$ cat src/rtl/rfg_ftdi_proto_pkg.sv
// Shared types and constants for the FTDI byte-stream register-file protocol parser.
package rfg_ftdi_proto_pkg;

    typedef enum logic [2:0] {
        ST_HEADER,
        ST_ADDR,
        ST_LEN,
        ST_WR_DATA,
        ST_RD_ISSUE,
        ST_RD_WAIT,
        ST_RD_SEND
    } state_t;

    localparam logic [1:0] OP_NOP     = 2'b00;
    localparam logic [1:0] OP_WRITE   = 2'b01;
    localparam logic [1:0] OP_READ    = 2'b10;
    localparam logic [1:0] OP_ILLEGAL = 2'b11;

    localparam int LEN_W = 8;
    localparam int ERR_W = 8;
    localparam logic [ERR_W-1:0] ERR_MAX = '1;

    // The parser only takes bytes from the FTDI side while no read is outstanding.
    function automatic logic accepts_input(input state_t s);
        return s inside {ST_HEADER, ST_ADDR, ST_LEN, ST_WR_DATA};
    endfunction

endpackage

$ cat src/rtl/rfg_ftdi_byte_protocol.sv
// Parses framed register-file commands from the FTDI byte stream and returns read data.
// Optional: define RFG_PROTO_ADDR_INC_EN to auto-increment the address after each strobe.
module rfg_ftdi_byte_protocol
    import rfg_ftdi_proto_pkg::*;
#(
    parameter int ADDR_W = 8  // 8 or 16
) (
    input  logic              ftdi_clko,
    input  logic              res,
    input  logic [7:0]        s_axis_tdata,
    input  logic              s_axis_tvalid,
    output logic              s_axis_tready,
    output logic [7:0]        m_axis_tdata,
    output logic              m_axis_tvalid,
    input  logic              m_axis_tready,
    output logic [ADDR_W-1:0] rfg_address,
    output logic              rfg_write,
    output logic [7:0]        rfg_write_value,
    output logic              rfg_read,
    input  logic              rfg_read_valid,
    input  logic [7:0]        rfg_read_value,
    output logic              busy,
    output logic [ERR_W-1:0]  proto_error_count
);

    localparam int         ADDR_BYTES = ADDR_W / 8;
    localparam logic [0:0] ADDR_LAST  = 1'(ADDR_BYTES - 1);

    state_t            state;
    state_t            state_next;
    logic              op_write;
    logic [0:0]        addr_idx;
    logic [LEN_W-1:0]  remaining;
    logic [1:0]        opcode;
    logic              accept;
    logic              m_hs;
    logic [ADDR_W+7:0] addr_shift;

    assign opcode     = s_axis_tdata[7:6];
    assign accept     = s_axis_tvalid && s_axis_tready;
    assign m_hs       = m_axis_tvalid && m_axis_tready;
    assign addr_shift = {rfg_address, s_axis_tdata};

    // NOTE: sequential state uses non-blocking assignments so every register samples pre-edge values.
    always_ff @(posedge ftdi_clko) begin
        if (res) state <= ST_HEADER;
        else     state <= state_next;
    end

    // NOTE: next_state gets its default before the case so no path can infer a latch.
    always_comb begin
        state_next = state;
        unique case (state)
            ST_HEADER:   if (accept && (opcode == OP_WRITE || opcode == OP_READ)) state_next = ST_ADDR;
            ST_ADDR:     if (accept && addr_idx == ADDR_LAST) state_next = ST_LEN;
            ST_LEN:      if (accept) state_next = op_write ? ST_WR_DATA : ST_RD_ISSUE;
            ST_WR_DATA:  if (accept && remaining == '0) state_next = ST_HEADER;
            ST_RD_ISSUE: state_next = ST_RD_WAIT;
            ST_RD_WAIT:  if (rfg_read_valid) state_next = ST_RD_SEND;
            ST_RD_SEND:  if (m_hs) state_next = (remaining == '0) ? ST_HEADER : ST_RD_ISSUE;
            default:     state_next = ST_HEADER;
        endcase
    end

    // Outputs are registered from state_next so they line up with the state they describe.
    always_ff @(posedge ftdi_clko) begin
        if (res) begin
            s_axis_tready     <= 1'b0;
            m_axis_tdata      <= '0;
            m_axis_tvalid     <= 1'b0;
            rfg_address       <= '0;
            rfg_write         <= 1'b0;
            rfg_write_value   <= '0;
            rfg_read          <= 1'b0;
            busy              <= 1'b0;
            proto_error_count <= '0;
            op_write          <= 1'b0;
            addr_idx          <= '0;
            remaining         <= '0;
        end else begin
            s_axis_tready <= accepts_input(state_next);
            busy          <= (state_next != ST_HEADER);
            rfg_read      <= (state_next == ST_RD_ISSUE);
            rfg_write     <= 1'b0;

`ifdef RFG_PROTO_ADDR_INC_EN
            if (rfg_write || rfg_read) rfg_address <= rfg_address + 1'b1;
`endif

            if (accept) begin
                unique case (state)
                    ST_HEADER: begin
                        if (opcode == OP_WRITE || opcode == OP_READ) begin
                            op_write <= (opcode == OP_WRITE);
                            addr_idx <= '0;
                        end else if (opcode == OP_ILLEGAL && proto_error_count != ERR_MAX) begin
                            proto_error_count <= proto_error_count + 1'b1;
                        end
                    end
                    ST_ADDR: begin
                        rfg_address <= addr_shift[ADDR_W-1:0];
                        addr_idx    <= addr_idx + 1'b1;
                    end
                    ST_LEN: remaining <= s_axis_tdata;
                    ST_WR_DATA: begin
                        rfg_write       <= 1'b1;
                        rfg_write_value <= s_axis_tdata;
                        if (remaining != '0) remaining <= remaining - 1'b1;
                    end
                    default: ;
                endcase
            end

            if (state == ST_RD_WAIT && rfg_read_valid) begin
                m_axis_tdata  <= rfg_read_value;
                m_axis_tvalid <= 1'b1;
            end else if (m_hs) begin
                m_axis_tvalid <= 1'b0;
                if (remaining != '0) remaining <= remaining - 1'b1;
            end
        end
    end

endmodule

$ cat config.mk
export PLATFORM = sky130hd
export DESIGN_NAME = rfg_ftdi_byte_protocol
export DESIGN_NICKNAME = d
export VERILOG_FILES = /design/src/rtl/rfg_ftdi_proto_pkg.sv /design/src/rtl/rfg_ftdi_byte_protocol.sv
export SDC_FILE = /design/constraint.sdc
export NUM_CORES = 1
export LEC_CHECK = 0
export BUFFER_PORTS_ARGS = -buffer_cell sky130_fd_sc_hd__buf_2
export CORE_MARGIN = 2
export CORE_UTILIZATION = 25
export CTS_BUF_LIST = sky130_fd_sc_hd__clkbuf_4
export DETAILED_ROUTE_END_ITERATION = 10
export GPL_ROUTABILITY_DRIVEN = 0
export GPL_TIMING_DRIVEN = 1
export SYNTH_ARGS = -nofsm -noshare
export SYNTH_HDL_FRONTEND = slang
export SYNTH_SLANG_ARGS = --single-unit
$ cat constraint.sdc
create_clock -name ftdi_clko -period 4.55 [get_ports ftdi_clko]
set_input_delay 0.2275 -clock ftdi_clko [delete_from_list [all_inputs] [get_ports ftdi_clko]]
set_output_delay 0.2275 -clock ftdi_clko [all_outputs]
set_load 0.005 [all_outputs]
Word-level counts from Yosys, hierarchy flattened
Cells that the tools add are included.

storage, ports and cells
  bits of input ports = 21
  output and inout port bits = 37
  register bits = 50
  logic and storage cells = 76

operators by class
  eq/ne operators = 15
  add/subtract/negate cells = 3
  reduce and logical (&&, ||, !) cells = 22
  bitwise gates (word level) = 3
  multiplexer cells = 20

operator list
  kind                 number
  $mux 8               5
  $mux 3               8
  $pmux 3 s7           1
  $pmux 8 s2           1
  $eq 3x2->1 const B   4
  $eq 3x3->1 const B   4
  $add 8x1->8 const B  1
  $logic_not 8->1      1
  $ne 8x8->1 const B   1
  $reduce_bool 8->1    1
  $sub 8x1->8 const B  1
  $logic_and 1x1->1    7
  $eq 3x1->1 const B   2
  $logic_not 3->1      2
  $reduce_and 3->1     2
  $eq 2x2->1 const B   2
  $mux 1               4
  $reduce_and 2->1     2
  $reduce_and 4->1     1
  $reduce_bool 2->1    2
  $reduce_bool 4->1    1
  $not 1->1            3
  $reduce_bool 3->1    1
  $eq 2x1->1 const B   1
  5 further kinds      5

Logic depth before layout (Yosys ltp)
Gate-level depths: netlist of run 1.

  depth in word-level cells = 7
  mapped depth = 7
  mapped depth without buffers = 6

Worst setup path after synthesis of run 1
No wires, ideal clock.

  path type = flip-flop to flip-flop
  from = register remaining[0]
  to = register rfg_read
  period minus slack after synthesis = 1.605 ns
  data arrival time = 1.514 ns
  required time = 4.459 ns
  buffers on the path = 0
  stages on the path, launching flop included = 7
  slack = 2.945 ns
  library setup time = 0.091 ns
  path through = dfxtp_1 inv_1 ha_1 nor4b_4 a311oi_1 a2111oi_2 nor4bb_1

between the ends
  longest elaborated chain between the ends = 5
  elaborated cells between the ends (all ways) = 7
  classes of those cells = 1 x eq/ne; 4 x mux; 2 x reduce/logical

ends and longest elaborated chain
  item                                         line                                                        source
  start, declared                              rfg_ftdi_byte_protocol.sv:33                                logic [LEN_W-1:0] remaining;
  start signal, assigned                       rfg_ftdi_byte_protocol.sv:104                               ST_LEN: remaining <= s_axis_tdata;
  start signal, assigned                       rfg_ftdi_byte_protocol.sv:108                               if (remaining != '0) remaining <= remaining - 1'b1;
  start signal, assigned                       rfg_ftdi_byte_protocol.sv:119                               if (remaining != '0) remaining <= remaining - 1'b1;
  $logic_not 8->1 (*)                          rfg_ftdi_byte_protocol.sv:57, rfg_ftdi_byte_protocol.sv:60
  $mux 3 or $logic_and 1x1->1 (tied branches)  rfg_ftdi_byte_protocol.sv:60, rfg_ftdi_byte_protocol.sv:57
  $mux 3 (on tied branches)                    rfg_ftdi_byte_protocol.sv:60, rfg_ftdi_byte_protocol.sv:57
  $pmux 3 s7 (*)                               rfg_ftdi_byte_protocol.sv:53                                unique case (state)
  $eq 3x3->1 (*)                               rfg_ftdi_byte_protocol.sv:83                                rfg_read <= (state_next == ST_RD_ISSUE);
  end signal, assigned                         rfg_ftdi_byte_protocol.sv:83
  end, declared                                rfg_ftdi_byte_protocol.sv:19                                output logic rfg_read,

Mark *: on every way between the ends. The rest lies on a longest branch, timed or not.
A chain may end at the register's enable or synchronous reset.

Worst setup path after layout of run 1
  from = register proto_error_count[0]
  to = register proto_error_count[1]

between the ends
  longest elaborated chain between the ends = 3
  elaborated cells between the ends (all ways) = 4
  classes of those cells = 1 x add/sub; 1 x eq/ne; 2 x reduce/logical

ends and longest elaborated chain
  item                                                 line                          source
  start, declared                                      rfg_ftdi_byte_protocol.sv:23  output logic [ERR_W-1:0] proto_error_count
  start signal, assigned                               rfg_ftdi_byte_protocol.sv:97  proto_error_count <= proto_error_count + 1'b1;
  branches (longest 3 deep; another with $add 8x1->8)  --

Several ways; the timed one is not identified.

==> results of run 1 <==
[power by group]
group | total, mW | leakage [nW] | internal, mW | switching [mW]
clock network | 0.322 | 0.0554 | 0.172 | 0.150
registers | 0.451 | 0.403 | 0.442 | 0.00838
logic | 0.0517 | 0.686 | 0.0213 | 0.0303
total | 0.825 | 1.14 | 0.636 | 0.189
[placed cells by master, fill, tap and decap left out, types with 2 or more instances in the layout]
cell type  instances
a311oi_1           2
nand4_1            2
buf_2             57
clkbuf_4           5
o31ai_1            2
ha_1               4
or3_1              2
nand3b_1           4
o211ai_1           3
o22ai_1            7
xor2_1             4
or4_1              4
nand3_1           16
mux2i_1            4
and4b_1            2
a211oi_1           4
dfxtp_1           50
bufinv_16          2
inv_1             10
nand2b_1           4
a31oi_1            2
nand2_1           47
nor3b_1           10
and2_2             2
a21boi_0           2
o21ai_0            4
nand2_2            2
and2_1             4
nor4_1             2
a21oi_1           36
nor2_1            13
nor3_1             7
[cell families (layout without fill, tap and decap cells)]
logic type               count (synthesis)  count (layout)  synth area share [%]
adder cells (fa/ha/maj)                  4               4                  2.01
AO/OA/AOI/OAI                           71              71                  17.9
buffers and inverters                   27              75                  6.12
XOR/XNOR                                 4               4                  1.40
AND/OR/NAND/NOR                        135             135                  30.9
flip-flops                              50              50                  40.1
multiplexers                             4               4                  1.60
[metal layers]
layer	part of all wire, %	track usage [%]	up-vias
li1	-	-	1156
met1	46	15.4	1079
met2	47	18.9	53
met3	5.8	3.38	8
met4	1.7	3.86	0
met5	0	0	-
[layout make-up]
type	count	area, um2
timing repair buffer	57	285
fill	1035	6790
sequential	50	1000
tap	133	166
clock buffer	5	37.5
inverter	10	37.5
multi-input combinational	218	1340
clock inverter	3	68.8
[critical path: stages (launching register included)]
cell,delay [ps]
dfxtp_1,440
ha_1,190
nand3_1,140
o311ai_1,1030
mux2i_1,280
nor2_1,50
[per-stage QoR]
stage	hold slack [ps]	std cells	instance area, um2
2_1_floorplan	361	295	2500
3_3_place_gp	440	468	2830
3_5_place_dp	443	468	2830
4_1_cts	41.1	476	2940
5_1_grt	44.9	476	2940
6_report	58.5	476	2940
[state kept, by name, indices dropped and copies added, names as in the netlist]
signal and flops:
m_axis_tdata 8, addr_idx 1, state 3, rfg_address 8, rfg_write_value 8, op_write 1, remaining 8, proto_error_count 8
busy 1, rfg_write 1, m_axis_tvalid 1, rfg_read 1, s_axis_tready 1
[how the worst max path moves through the flow]
stage,slack [ps],start,cells past startpoint,endpoint
2_1_floorplan,2950,remaining[0],6,rfg_read
3_3_place_gp,2340,state[1],4,rfg_read
3_5_place_dp,2270,proto_error_count[0],5,proto_error_count[1]
4_1_cts,2260,proto_error_count[0],5,proto_error_count[1]
5_1_grt,1970,proto_error_count[0],5,proto_error_count[3]
6_report,2290,proto_error_count[0],5,proto_error_count[1]
==> flow_summary.toml, run 1 <==
[timing]
setup-tns-final_ps = 0
timing.fmax_ghz = 0.443
period_minus_slack_ps = 2260
rsz0062_at_grt = "false"
slew_headroom_pct = 19.3
fin_ws_ps = 2290
hold_violations = 0
fin_crit_sh_pct = 49.6
setup_viol = 0
drv_slew = 0
worstMarginPinSlew_ps = 1190
finalClockSkew_ps = 13.1

[synth]
netlist_area_um2 = 2500
synth_top_area_share_pct = 40.1
ys_ff_latch = 50
syn_inst = 295
synth_edf_count = 0
ys_seq_area_share_pct = 40.1
synth_warnings = 0
synth_ff_type = "dfxtp_1"
synthTopCellsByArea = "dfxtp_1 (40%), a21oi_1 (7.2%), nand2_1 (7.1%)"
synth.most_common_cell = "dfxtp_1"
synth.distinct_cells = 57
avgSynthCellArea_um2 = 8.46
synth_top_area_cell = "dfxtp_1"
yosys-top-cells-count = "dfxtp_1 (50), nand2_1 (47), a21oi_1 (36)"
async_flop_share_pct = 0
syn_nets = 320

[clocking]
cts.sinks = 50
root_buffer = "clkbuf_4"
tritoncts = "yes"
path_clk_slew_ps = 150
cts_buffers = 5
cts.htree.levels = 2
cts.path.max_buffers = 2
cts_resized = 0
post_cts_buffers = 0
holdBufCountCts = 0
worstSkewPairLatency_ps = 380

[power_and_ir_drop]
p_leak_nw = 1.14
ir_worst_vdd_uv = 122
power_density_nw_per_um2 = 281
report.power.total_uw = 825

[die]
coreArea_um2 = 9730
die_area_um2 = 10800
die_h_um = 104
initial_core_util_pct = 25.7
rows = 36
die_w_um = 104
ios = 58

[drt]
vias = 2296
first_pass_iters = 4
routed_via_density = 4.82
drc = 0
wl_per_cell_um = 13.2
ant_nets = 0
drt_wl_total_mm = 6.28
drt_iter0_markers = 144

[worst_setup_path]
r2r_slack_ps = 2290
worstPathArrival_ps = 2510
cp-start-kind = "flop"
reg2regPathDepth = 5
r2r_end = "proto_error_count[1]"
setup.worst_path.class = "reg -> reg"
r2r_start = "proto_error_count[0]"
cp_max_fo = 12
required_ps = 4800
crit_path_end_kind = "flop"

[grt]
gr-usage-all-layers_pct = 11.8
grt_max_degree = 52
antenna_found_initial = 0
first_global_vias = 2091
overflow = 0
grt_pass1_wl_mm = 10.6

[cells_and_area]
post-route-util_pct = 30.2
syn2layout_area_growth_pct = 17.7
drive_above_1_share_pct = 23.3
fin_nets = 367
diodes = 0

[placed_design]
port_buffers = 57
dpl_worst_slack_ps = 2270
dp_hpwl_mm = 4.51

[hold_path]
hold_end = "m_axis_tdata[6]"
min_path_type = "in -> reg"
hold_depth = 3
min-delay-start = "rfg_read_value[6]"

[run_status]
status = "finished, final reports clean"

[flow_run]
cap_violations = 0
(Power assumes the default switching activity.)
==> run 2: changes to the inputs <==
==> constraint.sdc (replaced) <==
create_clock -name ftdi_clko -period 2.3 [get_ports ftdi_clko]
set_input_delay 0.115 -clock ftdi_clko [delete_from_list [all_inputs] [get_ports ftdi_clko]]
set_output_delay 0.115 -clock ftdi_clko [all_outputs]
set_load 0.005 [all_outputs]
==> run 2 against run 1 <==
  * Wire length grew 2.3%
  * Clock power is 58% higher
  * Register-to-register slack worse by 1900 ps
  * Critical path type unchanged
  * First-iteration DRC count is 0.69% lower
  * Flip-flop and latch count is the same
  * Sequential power increased by 96%
  * Clock skew shrank 6.9 ps
  * Non-clock buffer count increased by 19
  * Via count rose by 2.2%
==> flow_summary.toml, run 2 (synthesis gave the netlist of run 1 again) <==
[run_status]
status = "finished, final reports clean"

[clocking]
root_buffer = "clkbuf_4"
worstSkewPairLatency_ps = 370
cts.path.max_buffers = 2
cts_buffers = 5
tritoncts = "yes"
cts.sinks = 50
cts_resized = 0
cts.htree.levels = 2
path_clk_slew_ps = 150

[timing]
period_minus_slack_ps = 1900
timing.fmax_ghz = 0.527
setup-tns-final_ps = 0
drv_slew = 0
hold_violations = 0
setup_viol = 0
worstMarginPinSlew_ps = 974
rsz0062_at_grt = "false"
slew_headroom_pct = 35.1
finalClockSkew_ps = 6.15
fin_crit_sh_pct = 82.6

[worst_setup_path]
setup.worst_path.start = "state[0]"
worstPathArrival_ps = 2190
r2r_slack_ps = 400
crit_path_end_kind = "flop"
required_ps = 2590
setup.worst_path.class = "reg -> reg"
r2r_start = "state[0]"
cp-start-kind = "flop"
cp_max_fo = 22

[drt]
drc = 0
routed_via_density = 4.74
first_pass_iters = 4
ant_nets = 0
drt_wl_total_mm = 6.42
wl_per_cell_um = 13.0
vias = 2346
drt_iter0_markers = 143

[die]
die_h_um = 104
initial_core_util_pct = 25.7
die_area_um2 = 10800
coreArea_um2 = 9730
ios = 58
rows = 36
die_w_um = 104

[cells_and_area]
drive_above_1_share_pct = 23.5
diodes = 0
fin_nets = 386
layout_common_cells = "buf_2 (57), dfxtp_1 (50), nand2_1 (47), a21oi_1 (36), nand3_1 (16)"
final_common_cell = "buf_2"
syn2layout_area_growth_pct = 23.7

[power_and_ir_drop]
p_leak_nw = 1.22
power_density_nw_per_um2 = 494
report.power.total_mw = 1.53
ir_worst_vdd_uv = 241

[grt]
met3_usage_pct = 3.01
antenna_found_initial = 0
overflow = 0
first_global_vias = 2114
use_met1_pct = 15.5
gr-usage-all-layers_pct = 11.7
grt.busiest_layer = "met2"
use_met2_pct = 19.1
grt_pass1_wl_mm = 10.5
grt_max_degree = 52

[placed_design]
port_buffers = 57
dp_hpwl_mm = 4.50

[flow_run]
cap_violations = 0

[hold_path]
min-delay-start = "s_axis_tdata[0]"
min_path_type = "in -> reg"
==> run 2: layout make-up <==
class / count / area (um2)
fill: 1057 / 6640
multi-input combinational: 218 / 1340
sequential: 50 / 1000
timing repair buffer: 76 / 463
tap: 133 / 166
clock inverter: 3 / 40.0
clock buffer: 5 / 37.5
inverter: 10 / 37.5
==> run 2: report_power, final <==
| part | total (mW) | switching [mW] | internal, mW |
|---|---|---|---|
| clock network | 0.509 | 0.284 | 0.226 |
| logic | 0.132 | 0.0706 | 0.0609 |
| registers | 0.886 | 0.0111 | 0.875 |
==> run 2: timing repair <==
item	in CTS	in global routing
hold endpoints to repair	14	2
hold buffers	12	2
buffers inserted	0	0
==> run 2: per-stage QoR <==
step | utilization (%) | cells | worst slack [ps] | area [um2] | hold WS (ps)
after detailed placement | 29.5 | 473 | 435 | 2870 | 361
final | 31.7 | 495 | 401 | 3090 | 17.6
after CTS | 31.5 | 493 | 399 | 3070 | 1.78
after global placement | 29.5 | 473 | 455 | 2870 | 357
after floorplan | - | 295 | 695 | 2500 | 248
after global routing | 31.7 | 495 | 188 | 3090 | 24.4
==> run 2: per-layer routing <==
layer / wire length [um] / share of wire [%] / vias to the layer above
li1: - / - / 1193
met1: 3110 / 48 / 1083
met2: 2960 / 46 / 64
met3: 290 / 4.5 / 6
met4: 57 / 0.89 / 0
met5: 0 / 0 / -
==> run 2: critical path, stage by stage (launching register included) <==
cell and delay (ps):
dfxtp_1 540, buf_4 320, nand4b_2 340, nand2_2 300
nor3_1 90, a211oi_1 220
==> run 2: final timing paths <==
kind	endpoint	cells after the start
setup / recovery	remaining[6]	5
hold / removal	rfg_address[0]	3
setup reg to reg	remaining[6]	5
hold reg to reg	rfg_write_value[4]	2
==> run 3: changes to the inputs <==
--- a/config.mk
+++ b/config.mk
@@ -5,6 +5,7 @@
 export SDC_FILE = /design/constraint.sdc
 export NUM_CORES = 1
 export LEC_CHECK = 0
+export ABC_AREA = 1
 export BUFFER_PORTS_ARGS = -buffer_cell sky130_fd_sc_hd__buf_2
 export CORE_MARGIN = 2
 export CORE_UTILIZATION = 25
==> constraint.sdc (replaced) <==
create_clock -name ftdi_clko -period 1.6 [get_ports ftdi_clko]
set_input_delay 0.08 -clock ftdi_clko [delete_from_list [all_inputs] [get_ports ftdi_clko]]
set_output_delay 0.08 -clock ftdi_clko [all_outputs]
set_load 0.005 [all_outputs]
==> run 3 against run 2 <==
  * First-iteration DRC count shrank 61%
  * Clock-buffer cell count rose by 1
  * Synthesized cell count up 11%
  * Clock power grew 12%
  * Worst setup slack worse by 280 ps
  * Wire length is 4.1% lower
  * Clock skew down 0.88 ps
  * Utilization rose by 1.7 points
  * Sequential power grew 43%
  * Via count is 0.47% higher
==> flow_summary.toml, run 3 <==
[synth]
synth_ff_type = "dfxtp_1"
synth_top_area_cell = "dfxtp_1"
ys_seq_area_share_pct = 43.0
synth_xor_area_share_pct = 3.39
netlist_area_um2 = 2330
synthAdderAreaFrac_pct = 2.15
synth.most_common_cell = "nand2_1"
synth_compound_area_share_pct = 13.7
synth_top_family_by_area = "simple AND/OR/NAND/NOR gates"
yosys-top-cells-count = "nand2_1 (85), dfxtp_1 (50), a21oi_1 (38)"
synth.distinct_cells = 25
synthSimpleGateAreaFrac_pct = 29.9
synthTopCellsByArea = "dfxtp_1 (43%), nand2_1 (14%), a21oi_1 (8.2%)"
synth_mux_area_share_pct = 0
syn_inst = 328
ys_ff_latch = 50
synth_warnings = 0
syn_nets = 353
synth_edf_count = 0
async_flop_share_pct = 0
synth_top_area_share_pct = 43.0
avgSynthCellArea_um2 = 7.09

[timing]
slew_headroom_pct = 69.3
period_minus_slack_ps = 1480
worstMarginPinSlew_ps = 460
setup_viol = 0
finalClockSkew_ps = 5.27
fin_crit_sh_pct = 92.7
timing.fmax_ghz = 0.674
drv_slew = 0
setup-tns-final_ps = 0
fin_ws_ps = 117
hold_violations = 0

[die]
die_w_um = 100
rows = 35
ios = 58
coreArea_um2 = 9150
initial_core_util_pct = 25.4
die_h_um = 100
die_area_um2 = 10100

[clocking]
path_clk_slew_ps = 140
cts.sinks = 50
cts.path.max_buffers = 2
cts.htree.levels = 2
cts_buffers = 5
worstSkewPairLatency_ps = 350
root_buffer = "clkbuf_4"
tritoncts = "yes"

[hold_path]
hold_end = "rfg_address[1]"
hold_depth = 3
min-delay-start = "s_axis_tdata[1]"
min_path_type = "in -> reg"

[cells_and_area]
final_cell_area_um2 = 3060
final_common_cell = "nand2_1"
fillCellCount = 964
drive_above_1_share_pct = 25.2
layout_common_cells = "nand2_1 (82), buf_2 (57), dfxtp_1 (47), a21oi_1 (38)"
syn2layout_area_growth_pct = 31.5
fin_nets = 436
diodes = 0

[grt]
grt_max_degree = 35
overflow = 0
gr-usage-all-layers_pct = 12.6
grt_pass1_wl_mm = 10.4
antenna_found_initial = 0
first_global_vias = 2382

[worst_setup_path]
r2r_start = "proto_error_count[1]"
cp-start-kind = "primary input"
reg2regPathDepth = 8
crit_top_cell = "nand2_1"
required_ps = 1880
crit_path_end_kind = "flop"
slowest_stage = "dlygate4sd3_1"
r2r_slack_ps = 130
r2r_end = "proto_error_count[2]"
setup.worst_path.class = "in -> reg"
cp_max_fo = 9
worstPathArrival_ps = 1770
cpPeakStageDelay_ps = 520
crit_chain = "dlygate4sd3_1, buf_2, inv_1, ha_1, nand2_1, nor2_4, nand2_4, inv_2, nand2_1, a21oi_1"

[flow_run]
cap_violations = 0

[power_and_ir_drop]
report.power.total_mw = 2.04
power_density_nw_per_um2 = 667
p_leak_nw = 1.44
ir_worst_vdd_uv = 371

[placed_design]
place_area_um2 = 2790
dpl_worst_slack_ps = -20.0
port_buffers = 57
dp_hpwl_mm = 4.49

[drt]
ant_nets = 0
drt_wl_total_mm = 6.16
wl_per_cell_um = 11.8
drt_iter0_markers = 56
routed_via_density = 4.51
first_pass_iters = 4
vias = 2357
drc = 0

[run_status]
status = "finished, final reports clean"
## run 3: cell types whose count changed after synthesis, moves of 5 or more
| cell | before | now |
|---|---|---|
| inv_1 | 10 | 31 |
| nand2_1 | 47 | 85 |
| nand3_1 | 16 | 29 |
| nor2_1 | 13 | 29 |
| nor3b_1 | 10 | 0 |
| o21ai_0 | 4 | 15 |
| xor2_1 | 4 | 9 |
## run 3: cell families (layout without fill, tap and decap cells)
family,after synthesis,after routing
compound gates,61,61
xor+xnor,9,9
fa+ha+maj,4,4
buf+inv,44,128
flops,50,50
simple gates,160,160
## run 3: how the worst max path moves through the flow
stage          slack [ps]                  from              endpoint  depth (start not counted)
2_1_floorplan         100          remaining[0]                  busy                         10
3_3_place_gp           30  proto_error_count[1]  proto_error_count[7]                          8
3_5_place_dp          -20          remaining[1]          remaining[7]                         10
4_1_cts                20  proto_error_count[1]  proto_error_count[2]                          8
5_1_grt               -20  proto_error_count[1]  proto_error_count[2]                          8
6_report              120       s_axis_tdata[7]  proto_error_count[2]                         10
## run 3: metrics by stage
| stage | cells | hold slack (ps) | utilization [%] |
|---|---|---|---|
| after global routing | 523 | 7.13 | 33.4 |
| after detailed placement | 499 | 336 | 30.5 |
| after global placement | 499 | 330 | 30.5 |
| after floorplan | 328 | 183 | - |
| final | 523 | 24.2 | 33.4 |
| after CTS | 521 | 10.1 | 32.7 |
## run 3: per-layer routing
layer	routed length [um]	vias to the layer above	track usage (%)
met3	308	4	2.84
li1	-	1222	-
met4	36	0	2.85
met1	2820	1073	15.4
met2	3000	58	22.7
met5	0	-	0
## run 3: where the power goes
| group | internal (mW) | total, mW | switching [mW] |
|---|---|---|---|
| combinational | 0.0860 | 0.200 | 0.114 |
| clock | 0.183 | 0.569 | 0.386 |
| sequential | 1.26 | 1.27 | 0.0112 |
## run 3: layout make-up
| class | instances | area [um2] | share of cell area, % |
|---|---|---|---|
| clock buffers | 6 | 45.0 | 1.47 |
| repair buffers | 85 | 533 | 17.4 |
| well taps | 111 | 139 | 4.54 |
| clock inverters | 2 | 8.76 | 0.286 |
| flip-flops and latches | 50 | 1000 | 32.9 |
| multi-input cells | 234 | 1190 | 39.0 |
| inverters | 35 | 135 | 4.42 |
## run 3: what timing repair did
item                                   CTS  global route
setup buffers                            0             1
endpoints found under the hold margin   16             1
hold buffers                            14             1
gates resized for setup                  2            16
pin swaps                                0             0
setup endpoints to repair                3            32
## run 3: worst max-delay path, delay by kind of cell
| family | cells | cell delay [ps] |
|---|---|---|
| simple gates | 4 | 420 |
| fa+ha+maj | 1 | 300 |
| buf+inv | 4 | 830 |
| compound gates | 1 | 130 |
